==> config.mk <==
export PLATFORM = sky130hd
export DESIGN_NAME = lii_egress_fifo
export DESIGN_NICKNAME = d
export VERILOG_FILES = /design/src/rtl/lii_pkg.sv /design/src/rtl/lii_fifo_ram.sv /design/src/rtl/lii_egress_fifo.sv
export SDC_FILE = /design/constraint.sdc
export NUM_CORES = 1
export LEC_CHECK = 0
export ABC_AREA = 0
export BUFFER_PORTS_ARGS = -buffer_cell sky130_fd_sc_hd__buf_2
export CAP_MARGIN = 10
export CORE_MARGIN = 2
export CORE_UTILIZATION = 45
export CTS_CLUSTER_DIAMETER = 30
export DETAILED_ROUTE_END_ITERATION = 12
export PLACE_DENSITY = 0.67
export SLEW_MARGIN = 20
export SYNTH_ARGS = -nofsm -noshare
export SYNTH_HDL_FRONTEND = slang
export SYNTH_HIERARCHICAL = 1
export SYNTH_SLANG_ARGS = --single-unit
export TNS_END_PERCENT = 30
==> constraint.sdc <==
create_clock -name aclk -period 11.5 [get_ports aclk]
set_input_delay 2.3 -clock aclk [delete_from_list [all_inputs] [get_ports aclk]]
set_output_delay 2.3 -clock aclk [all_outputs]
set_load 0.02 [all_outputs]
==> src/rtl/lii_pkg.sv <==
// ---------------------------------------------------------------------------
// lii_pkg
// Shared definitions for the LII egress path.
//   LII_ID_W   : width of the LII source/destination ids
//   LII_PW     : default packing width of a beat payload
//   lii_beat_t : one stored beat {src, dst, data} at the default width
//   lii_ptr_w  : pointer width for a power-of-two depth
//   lii_cnt_w  : occupancy counter width able to hold 0..depth
// ---------------------------------------------------------------------------
package lii_pkg;

  localparam int LII_ID_W = 8;
  localparam int LII_PW   = 64;

  typedef struct packed {
    logic [LII_ID_W-1:0] src;
    logic [LII_ID_W-1:0] dst;
    logic [LII_PW-1:0]   data;
  } lii_beat_t;

  // A depth of 1 would give a zero-width pointer, so keep at least one bit.
  function automatic int lii_ptr_w(input int depth);
    return (depth > 1) ? $clog2(depth) : 1;
  endfunction

  function automatic int lii_cnt_w(input int depth);
    return $clog2(depth + 1);
  endfunction

endpackage

==> src/rtl/lii_fifo_ram.sv <==
// ---------------------------------------------------------------------------
// lii_fifo_ram
// Simple dual-port beat storage: synchronous write, asynchronous read.
// The read port feeds the head register of lii_egress_fifo directly.
// Ports:
//   clk_i    : write clock
//   we_i     : write enable
//   waddr_i  : write address
//   wdata_i  : write data ({src, dst, data})
//   raddr_i  : read address
//   rdata_o  : read data, combinational from raddr_i
// ---------------------------------------------------------------------------
module lii_fifo_ram
  import lii_pkg::*;
#(
  parameter int DEPTH = 16,
  parameter int W     = LII_PW + 2 * LII_ID_W,
  parameter int AW    = lii_ptr_w(DEPTH)
) (
  input  logic          clk_i,
  input  logic          we_i,
  input  logic [AW-1:0] waddr_i,
  input  logic [W-1:0]  wdata_i,
  input  logic [AW-1:0] raddr_i,
  output logic [W-1:0]  rdata_o
);

  logic [W-1:0] mem_q [DEPTH];

  // Storage has no reset; validity is tracked by the occupancy count.
  always_ff @(posedge clk_i) begin
    if (we_i) begin
      mem_q[waddr_i] <= wdata_i;
    end
  end

  assign rdata_o = mem_q[raddr_i];

endmodule

==> src/rtl/lii_egress_fifo.sv <==
// ---------------------------------------------------------------------------
// lii_egress_fifo
// Elastic buffer between a stream wrapper's lii_out_p0 port and the LII
// fabric. Beats {src, dst, tdata} are stored in order and re-presented from a
// registered head, with occupancy and a programmable almost-full flag.
// Ports:
//   aclk, arst              : clock, synchronous active-high reset
//   s_tdata/s_src/s_dst     : upstream beat fields
//   s_tvalid / s_tready     : upstream handshake
//   m_tdata/m_src/m_dst     : head beat fields
//   m_tvalid / m_tready     : downstream handshake
//   count                   : occupancy including the head register
//   almost_full             : count >= AF_THRESH
// Optional (macro LII_EGRESS_STATS_EN):
//   pkt_cnt   : accepted output beats, wraps modulo 2^32
//   stall_cnt : cycles with m_tvalid & ~m_tready, wraps modulo 2^32
// ---------------------------------------------------------------------------
module lii_egress_fifo
  import lii_pkg::*;
#(
  parameter int PW        = 64,
  parameter int DEPTH     = 16,
  parameter int AF_THRESH = 12
) (
  input  logic                         aclk,
  input  logic                         arst,
  input  logic [PW-1:0]                s_tdata,
  input  logic                         s_tvalid,
  output logic                         s_tready,
  input  logic [LII_ID_W-1:0]          s_src,
  input  logic [LII_ID_W-1:0]          s_dst,
  output logic [PW-1:0]                m_tdata,
  output logic                         m_tvalid,
  input  logic                         m_tready,
  output logic [LII_ID_W-1:0]          m_src,
  output logic [LII_ID_W-1:0]          m_dst,
  output logic [lii_cnt_w(DEPTH)-1:0]  count,
  output logic                         almost_full
`ifdef LII_EGRESS_STATS_EN
  ,
  output logic [31:0]                  pkt_cnt,
  output logic [31:0]                  stall_cnt
`endif
);

  localparam int BW = PW + 2 * LII_ID_W;
  localparam int AW = lii_ptr_w(DEPTH);
  localparam int CW = lii_cnt_w(DEPTH);
  localparam logic [CW-1:0] DEPTH_C = CW'(DEPTH);
  localparam logic [CW-1:0] AF_C    = CW'(AF_THRESH);

  logic [AW-1:0] wrPtr_q, wrPtr_d;
  logic [AW-1:0] rdPtr_q, rdPtr_d;
  logic [CW-1:0] count_q, count_d;
  logic          headValid_q, headValid_d;
  logic [BW-1:0] head_q, head_d;

  logic [BW-1:0] ramRdata;
  logic [BW-1:0] inBeat;
  logic          ramWe;
  logic          push;
  logic          pop;
  logic          headFree;
  logic          ramEmpty;
  logic [CW-1:0] ramCount;

  assign inBeat = {s_src, s_dst, s_tdata};

  // Ready depends only on registered count, never on m_tready.
  assign s_tready    = (count_q < DEPTH_C) & ~arst;
  assign almost_full = (count_q >= AF_C);
  assign count       = count_q;
  assign m_tvalid    = headValid_q;
  assign {m_src, m_dst, m_tdata} = head_q;

  lii_fifo_ram #(
    .DEPTH (DEPTH),
    .W     (BW),
    .AW    (AW)
  ) u_ram (
    .clk_i   (aclk),
    .we_i    (ramWe),
    .waddr_i (wrPtr_q),
    .wdata_i (inBeat),
    .raddr_i (rdPtr_q),
    .rdata_o (ramRdata)
  );

  // The head is reloaded whenever it is empty or being popped. The RAM
  // always holds the older beats, so it wins over an incoming beat; the
  // incoming beat bypasses straight into the head only when the RAM is empty.
  always_comb begin
    push        = s_tvalid & s_tready;
    pop         = headValid_q & m_tready;
    ramCount    = count_q - CW'(headValid_q);
    ramEmpty    = (ramCount == '0);
    headFree    = ~headValid_q | pop;
    head_d      = head_q;
    headValid_d = headValid_q;
    rdPtr_d     = rdPtr_q;
    wrPtr_d     = wrPtr_q;
    ramWe       = 1'b0;

    if (headFree) begin
      if (!ramEmpty) begin
        head_d      = ramRdata;
        headValid_d = 1'b1;
        rdPtr_d     = rdPtr_q + AW'(1);
      end else if (push) begin
        head_d      = inBeat;
        headValid_d = 1'b1;
      end else begin
        headValid_d = 1'b0;
      end
    end

    if (push && !(headFree && ramEmpty)) begin
      ramWe   = 1'b1;
      wrPtr_d = wrPtr_q + AW'(1);
    end

    count_d = count_q + CW'(push) - CW'(pop);
  end

  always_ff @(posedge aclk) begin
    if (arst) begin
      wrPtr_q     <= '0;
      rdPtr_q     <= '0;
      count_q     <= '0;
      headValid_q <= 1'b0;
      head_q      <= '0;
    end else begin
      wrPtr_q     <= wrPtr_d;
      rdPtr_q     <= rdPtr_d;
      count_q     <= count_d;
      headValid_q <= headValid_d;
      head_q      <= head_d;
    end
  end

`ifdef LII_EGRESS_STATS_EN
  logic [31:0] pktCnt_q;
  logic [31:0] stallCnt_q;

  always_ff @(posedge aclk) begin
    if (arst) begin
      pktCnt_q   <= '0;
      stallCnt_q <= '0;
    end else begin
      if (pop) begin
        pktCnt_q <= pktCnt_q + 32'd1;
      end
      if (headValid_q && !m_tready) begin
        stallCnt_q <= stallCnt_q + 32'd1;
      end
    end
  end

  assign pkt_cnt   = pktCnt_q;
  assign stall_cnt = stallCnt_q;
`endif

endmodule

==> results of run 1 <==
## metal layers
| layer | vias to the layer above | part of all wire [%] |
|---|---|---|
| li1 | 11000 | - |
| met1 | 13900 | 40 |
| met2 | 1304 | 48 |
| met3 | 213 | 9.5 |
| met4 | 2 | 2.5 |
| met5 | - | 0.011 |
## power breakdown
| part | total [uW] | switching [uW] | internal [uW] | leakage, uW |
|---|---|---|---|---|
| sequential | 5840 | 175 | 5660 | 0.0123 |
| combinational | 3010 | 1640 | 1370 | 0.00396 |
| clock | 7070 | 2530 | 4540 | 0.00396 |
| total | 15900 | 4350 | 11600 | 0.0202 |
## kinds of logic after synthesis
kind of cell    Yosys count  synth area share, %
flops                  1374                 77.6
compound gates          335                 4.67
mux                     324                 14.0
simple gates            217                 1.69
buf+inv                 160                 1.61
fa+ha+maj                13                0.328
xor+xnor                  8                0.135
## cell usage after synthesis (3+ instances only)
cell and instances:
sky130_fd_sc_hd__nand3_1 3, sky130_fd_sc_hd__dfxtp_1 94, sky130_fd_sc_hd__mux2i_1 4, sky130_fd_sc_hd__buf_6 21
sky130_fd_sc_hd__a22oi_1 160, sky130_fd_sc_hd__a21oi_1 85, sky130_fd_sc_hd__nor2b_1 5, sky130_fd_sc_hd__inv_1 9
sky130_fd_sc_hd__nor2_1 27, sky130_fd_sc_hd__nor3_1 5, sky130_fd_sc_hd__edfxtp_1 1280, sky130_fd_sc_hd__clkbuf_1 49
sky130_fd_sc_hd__buf_2 49, sky130_fd_sc_hd__xnor2_1 7, sky130_fd_sc_hd__nand2b_1 6, sky130_fd_sc_hd__mux4_2 320
sky130_fd_sc_hd__ha_1 12, sky130_fd_sc_hd__buf_4 5, sky130_fd_sc_hd__a32oi_1 80, sky130_fd_sc_hd__buf_1 27
sky130_fd_sc_hd__nand2_1 164
## sequential cells by signal (all words and copies together), names as in the netlist
signal / flops
m_tvalid: 1
count: 5
wrPtr_q: 4
rdPtr_q: 4
u_ram/mem_q: 1280
head_q: 80
## path summary, 6_finish.rpt
path,to,slack (ns)
setup / recovery,u_ram/mem_q[0][71],5.66
hold / removal,head_q[47],0.45
setup reg to reg,u_ram/mem_q[0][71],6.68
hold reg to reg,head_q[47],0.45
## metrics by stage
| step | area [um2] | util (%) |
|---|---|---|
| after global routing | 62700 | 54.8 |
| after global placement | 54400 | 47.6 |
| after detailed placement | 54400 | 47.6 |
| final | 62700 | 54.8 |
| after CTS | 62700 | 54.8 |
| after floorplan | 51900 | - |
## tightest hold or removal path, stage by stage, from the launching register on
cell and delay [ns]:
sky130_fd_sc_hd__dfxtp_1 0.30, sky130_fd_sc_hd__nand2_1 0.05, sky130_fd_sc_hd__a21oi_1 0.05
## area by class of cell
type	instances	area, um2	area share, %
Sequential cell	1374	40300	64.3
Clock inverter	177	2130	3.39
Timing Repair Buffer	217	1230	1.97
Inverter	9	33.8	0.0539
Tap cell	1512	1890	3.02
Clock buffer	267	6120	9.76
Multi-Input combinational cell	897	10900	17.5
Antenna cell	1	2.50	0.00399
==> impl_metrics.toml, run 1 <==
[status]
run_status = "completed"

[layout]
finish.cell_count_without_fillers = 4454
layout.cells.most_common_list = "sky130_fd_sc_hd__edfxtp_1, sky130_fd_sc_hd__mux4_2, sky130_fd_sc_hd__clkbuf_16"
final.fill_count = 8356
final_layout_size_suffix_gt1_share_pct = 33.2
area_growth_syn_to_layout_pct = 20.7
final_net_count = 2828
layout.cells.most_common = "sky130_fd_sc_hd__edfxtp_1"

[worst_setup_path]
slowest_delay_ns = 0.88
crit_top_cell = "sky130_fd_sc_hd__buf_4"
worst-path-stages = 7
crit_path_start_kind = "primary input"
critical_path_buf_inv_count = 2
setup.worst_path.end_class = "flip-flop"
critical_path.reg2reg.startpoint = "count[2]"
cp.required_ns = 11.90
worstPathMaxFanout = 49
path_cells = "buf_4 -> nor2_1 -> nand2_1 -> a31oi_1 -> or3b_2 -> nor3_2 -> buf_4"
worstSetupStartpoint = "arst"
r2r_cells = 8
crit_family = "simple AND/OR/NAND/NOR gates"
criticalPathCategory = "primary input to flip-flop"
crit_path_top_delay_cell = "sky130_fd_sc_hd__a31oi_1"
crit_arrival_ns = 6.24

[sta]
min_period_ns = 5.84
timing.slew.headroom_pct = 23.7
fin_tns_setup_ns = 0
final_hold_violations = 0
timing.final.max_slew_violations = 0
fin_worst_skew_ns = 0.0554
holdWs_ns = 0.447
min_period_over_period_pct = 50.8
worst_slew_pin_slew_ns = 1.14
max_freq_ghz = 0.171
rsz0062_at_grt = "false"
layout_setup_ws_ns = 5.66
finalSetupViolCount = 0

[pwr]
worst_ir_drop_vdd_uv = 184
post_layout_power_uw = 15900
power_leakage_uw = 0.0202
power_per_cell_area_nw_per_um2 = 254

[drt]
via_per_inst = 5.91
drt_first_pass_iters = 5
drt_iter0_drc = 2915
wirelength_per_cell_um = 27.2
routed_wl_mm = 121
detail-route-antenna-nets = 0
number_of_drc_violations_after_detailed_routing = 0
detailroute.via_count = 26300

[clocking]
ctsResizeCount = 0
numClockSinks = 1374
clk_transition_reported_paths_ns = 0.05
cts_max_level = 4
clock-root-buffer = "sky130_fd_sc_hd__clkbuf_16"
cts_setup_buffers = 0
post_cts_hold_buffer_count = 0
cts_made_buffers = 232
cts_tree = "yes"
cts_max_path_buffers = 3
clk_latency_ns = 0.80

[placed_design]
placement.io_buffers = 171
dp_hpwl_mm = 64.7
dp_cells = 4009
dp_slack_ns = 4.91
globalplace.congestion = 0.769

[synthesis]
synth_area_um2 = 51900
syn_nets = 2528
synthesis.yosys.warnings = 6
ys_async_sr_fraction_pct = 0
synthTopCellsByArea = "sky130_fd_sc_hd__edfxtp_1, sky130_fd_sc_hd__mux4_2, sky130_fd_sc_hd__dfxtp_1"
count_of_flip_flops_with_a_built_in_enable_after_synthesis = 1280
gate_count_post_synth = 2431
post-synth-top-area-cell = "sky130_fd_sc_hd__edfxtp_1"
synth_top_area_share_pct = 74.0
yosysSeqAreaShare_pct = 77.6
synth.distinct_cells = 35
synth_top_flop_cell = "sky130_fd_sc_hd__edfxtp_1"
syn-mean-instance-area_um2 = 21.4
synth.ff_latch_count = 1374

[floorplanning]
row_count = 124
core_box_area_um2 = 114000
die-height_um = 344
start_util_pct = 45.4
design.die.area_um2 = 118000
die_w_um = 344
pin_count = 172

[min_path]
hold_path_startpoint = "head_q[47]"
worst_hold_path.num_cells = 2
min-delay-path-class = "flip-flop to flip-flop"

[global_route]
grt_most_used_layer = "met2"
initial_antenna_violation_count = 5
groute.layer.met1.usage_pct = 28.3
grt_pass1_vias = 27400
grt_pass1_wl_mm = 179
global_route.overflow_total = 0
grt_use_met3_pct = 5.83
grt_start_max_net_pins = 116
grtUsageMet2_pct = 32.0
global_route.usage.total_pct = 20.6

[flow_run]
max_cap_violations = 0
Note: power is estimated with default switching activity, not from simulation.
==> run 2: changes to the inputs <==
--- a/config.mk
+++ b/config.mk
@@ -12,7 +12,7 @@
 export CORE_UTILIZATION = 45
 export CTS_CLUSTER_DIAMETER = 30
 export DETAILED_ROUTE_END_ITERATION = 12
-export PLACE_DENSITY = 0.67
+export PLACE_DENSITY = 0.69
 export SLEW_MARGIN = 20
 export SYNTH_ARGS = -nofsm -noshare
 export SYNTH_HDL_FRONTEND = slang
==> constraint.sdc (replaced) <==
create_clock -name aclk -period 5 [get_ports aclk]
set_input_delay 1 -clock aclk [delete_from_list [all_inputs] [get_ports aclk]]
set_output_delay 1 -clock aclk [all_outputs]
set_load 0.02 [all_outputs]
==> impl_metrics.toml, run 2 (synthesis gave the netlist of run 1 again) <==
[drt]
drt_first_pass_iters = 5
detail-route-antenna-nets = 0
detailroute.via_count = 26700
drt_iter0_drc = 3186
number_of_drc_violations_after_detailed_routing = 0
via_per_inst = 5.96
wirelength_per_cell_um = 27.7
routed_wl_mm = 124

[sta]
timing.final.max_slew_violations = 0
worst_slew_pin_slew_ns = 1.04
max_freq_ghz = 0.264
finalSetupViolCount = 0
final_hold_violations = 0
min_period_over_period_pct = 75.8
timing.slew.headroom_pct = 30.9
fin_worst_skew_ns = 0.0662
min_period_ns = 3.79
rsz0062_at_grt = "false"
holdWs_ns = 0.447

[worst_setup_path]
crit_arrival_ns = 4.20
crit_top_cell = "sky130_fd_sc_hd__buf_4"
cp.required_ns = 5.41
criticalPathCategory = "flip-flop to flip-flop"
crit_path_top_delay_cell = "sky130_fd_sc_hd__or3b_2"
crit_path_start_kind = "flip-flop"
setup.worst_path.end_class = "flip-flop"
slowest_delay_ns = 0.58
worstPathMaxFanout = 37
path_cells = "inv_1 -> ha_1 -> xnor2_1 -> a31o_2 -> a31oi_1 -> buf_4 -> or3b_2 -> nor3_4 -> buf_4"
r2r_cells = 9

[clocking]
numClockSinks = 1374
cts_tree = "yes"
clk_transition_reported_paths_ns = 0.05
post_cts_hold_buffer_count = 0
clock-root-buffer = "sky130_fd_sc_hd__clkbuf_16"
clk_latency_ns = 0.81
cts_max_level = 4
cts_setup_buffers = 0
cts_max_path_buffers = 3
cts_made_buffers = 239
ctsResizeCount = 0

[min_path]
worst_hold_path.num_cells = 2
min-delay-path-class = "flip-flop to flip-flop"

[layout]
largest_register_ffs = 1280
final_net_count = 2849
layout.cells.most_common = "sky130_fd_sc_hd__edfxtp_1"
final.fill_count = 8216
final_layout_size_suffix_gt1_share_pct = 34.0
layout.cells.most_common_list = "sky130_fd_sc_hd__edfxtp_1, sky130_fd_sc_hd__mux4_2, sky130_fd_sc_hd__clkbuf_16"
area_growth_syn_to_layout_pct = 22.1
largest_register = "u_ram/mem_q"

[placed_design]
globalplace.congestion = 0.771
placement.io_buffers = 171
dp_hpwl_mm = 65.5

[global_route]
grt_start_max_net_pins = 105
grt_pass1_wl_mm = 184
global_route.usage.total_pct = 21.2
global_route.overflow_total = 0
grt_pass1_vias = 28100
initial_antenna_violation_count = 12

[floorplanning]
pin_count = 172
core_box_area_um2 = 114000
design.die.area_um2 = 118000
die-height_um = 344
row_count = 124
start_util_pct = 45.4
die_w_um = 344

[pwr]
post_layout_power_uw = 36800
power_leakage_uw = 0.0204
worst_ir_drop_vdd_uv = 437
power_per_cell_area_nw_per_um2 = 581

[flow_run]
max_cap_violations = 0

[status]
run_status = "completed"
-- run 2: cell count changes in the layout (fill, tap and decap cells not counted), sizes merged, moves of 3 or more --
cell,change
clkinvlp,+3
clkinv,+21
buf,+14
inv,+6
clkbuf,-17
diode,+3
-- run 2: critical path, delay by kind of cell (launching register included) --
| family | cells | cell delay (ns) |
|---|---|---|
| AO/OA/AOI/OAI | 2 | 0.77 |
| flip-flops | 1 | 0.50 |
| adder cells (fa/ha/maj) | 1 | 0.21 |
| buffers and inverters | 3 | 0.95 |
| XOR/XNOR | 1 | 0.14 |
| AND/OR/NAND/NOR | 2 | 0.79 |
-- run 2: layout make-up --
class / instances / area (um2) / area share (%)
multi-input cells: 897 / 11000 / 17.3
clock buffers: 250 / 6040 / 9.53
clock inverters: 206 / 2380 / 3.76
repair buffers: 231 / 1750 / 2.75
diodes: 4 / 10.0 / 0.0158
inverters: 9 / 33.8 / 0.0533
flip-flops and latches: 1374 / 40300 / 63.6
well taps: 1512 / 1890 / 2.98
-- run 2: final timing paths --
kind                                          end  slack, ns        from
worst min-delay path                   head_q[66]       0.45  head_q[66]
worst max-delay path            u_ram/mem_q[0][4]       1.21    count[2]
worst max register to register  u_ram/mem_q[0][4]       1.21    count[2]
worst min register to register         head_q[66]       0.45  head_q[66]
-- run 2: through the flow --
stage	TNS [ns]	instances	utilization, %	cell area (um2)	setup slack [ns]
6_report	0	4483	55.5	63400	1.21
5_1_grt	0	4479	55.4	63400	1.07
4_1_cts	0	4479	55.4	63400	1.24
3_5_place_dp	0	4023	48.1	55000	0.812
3_3_place_gp	0	4023	48.1	55000	0.895
2_1_floorplan	-1093.11	2431	-	52000	-1.19
-- run 2: layer usage --
layer | GRT usage [%] | vias to the layer above | routed length, um
li1 | - | 11000 | -
met1 | 28.8 | 14100 | 49300
met2 | 34.3 | 1353 | 61400
met3 | 4.96 | 203 | 10900
met4 | 6.70 | 14 | 2540
met5 | 0 | - | 89
-- run 2: power by group --
group          internal [uW]  switching [uW]
logic                   3230            3730
registers              13000             401
clock network          10400            6020
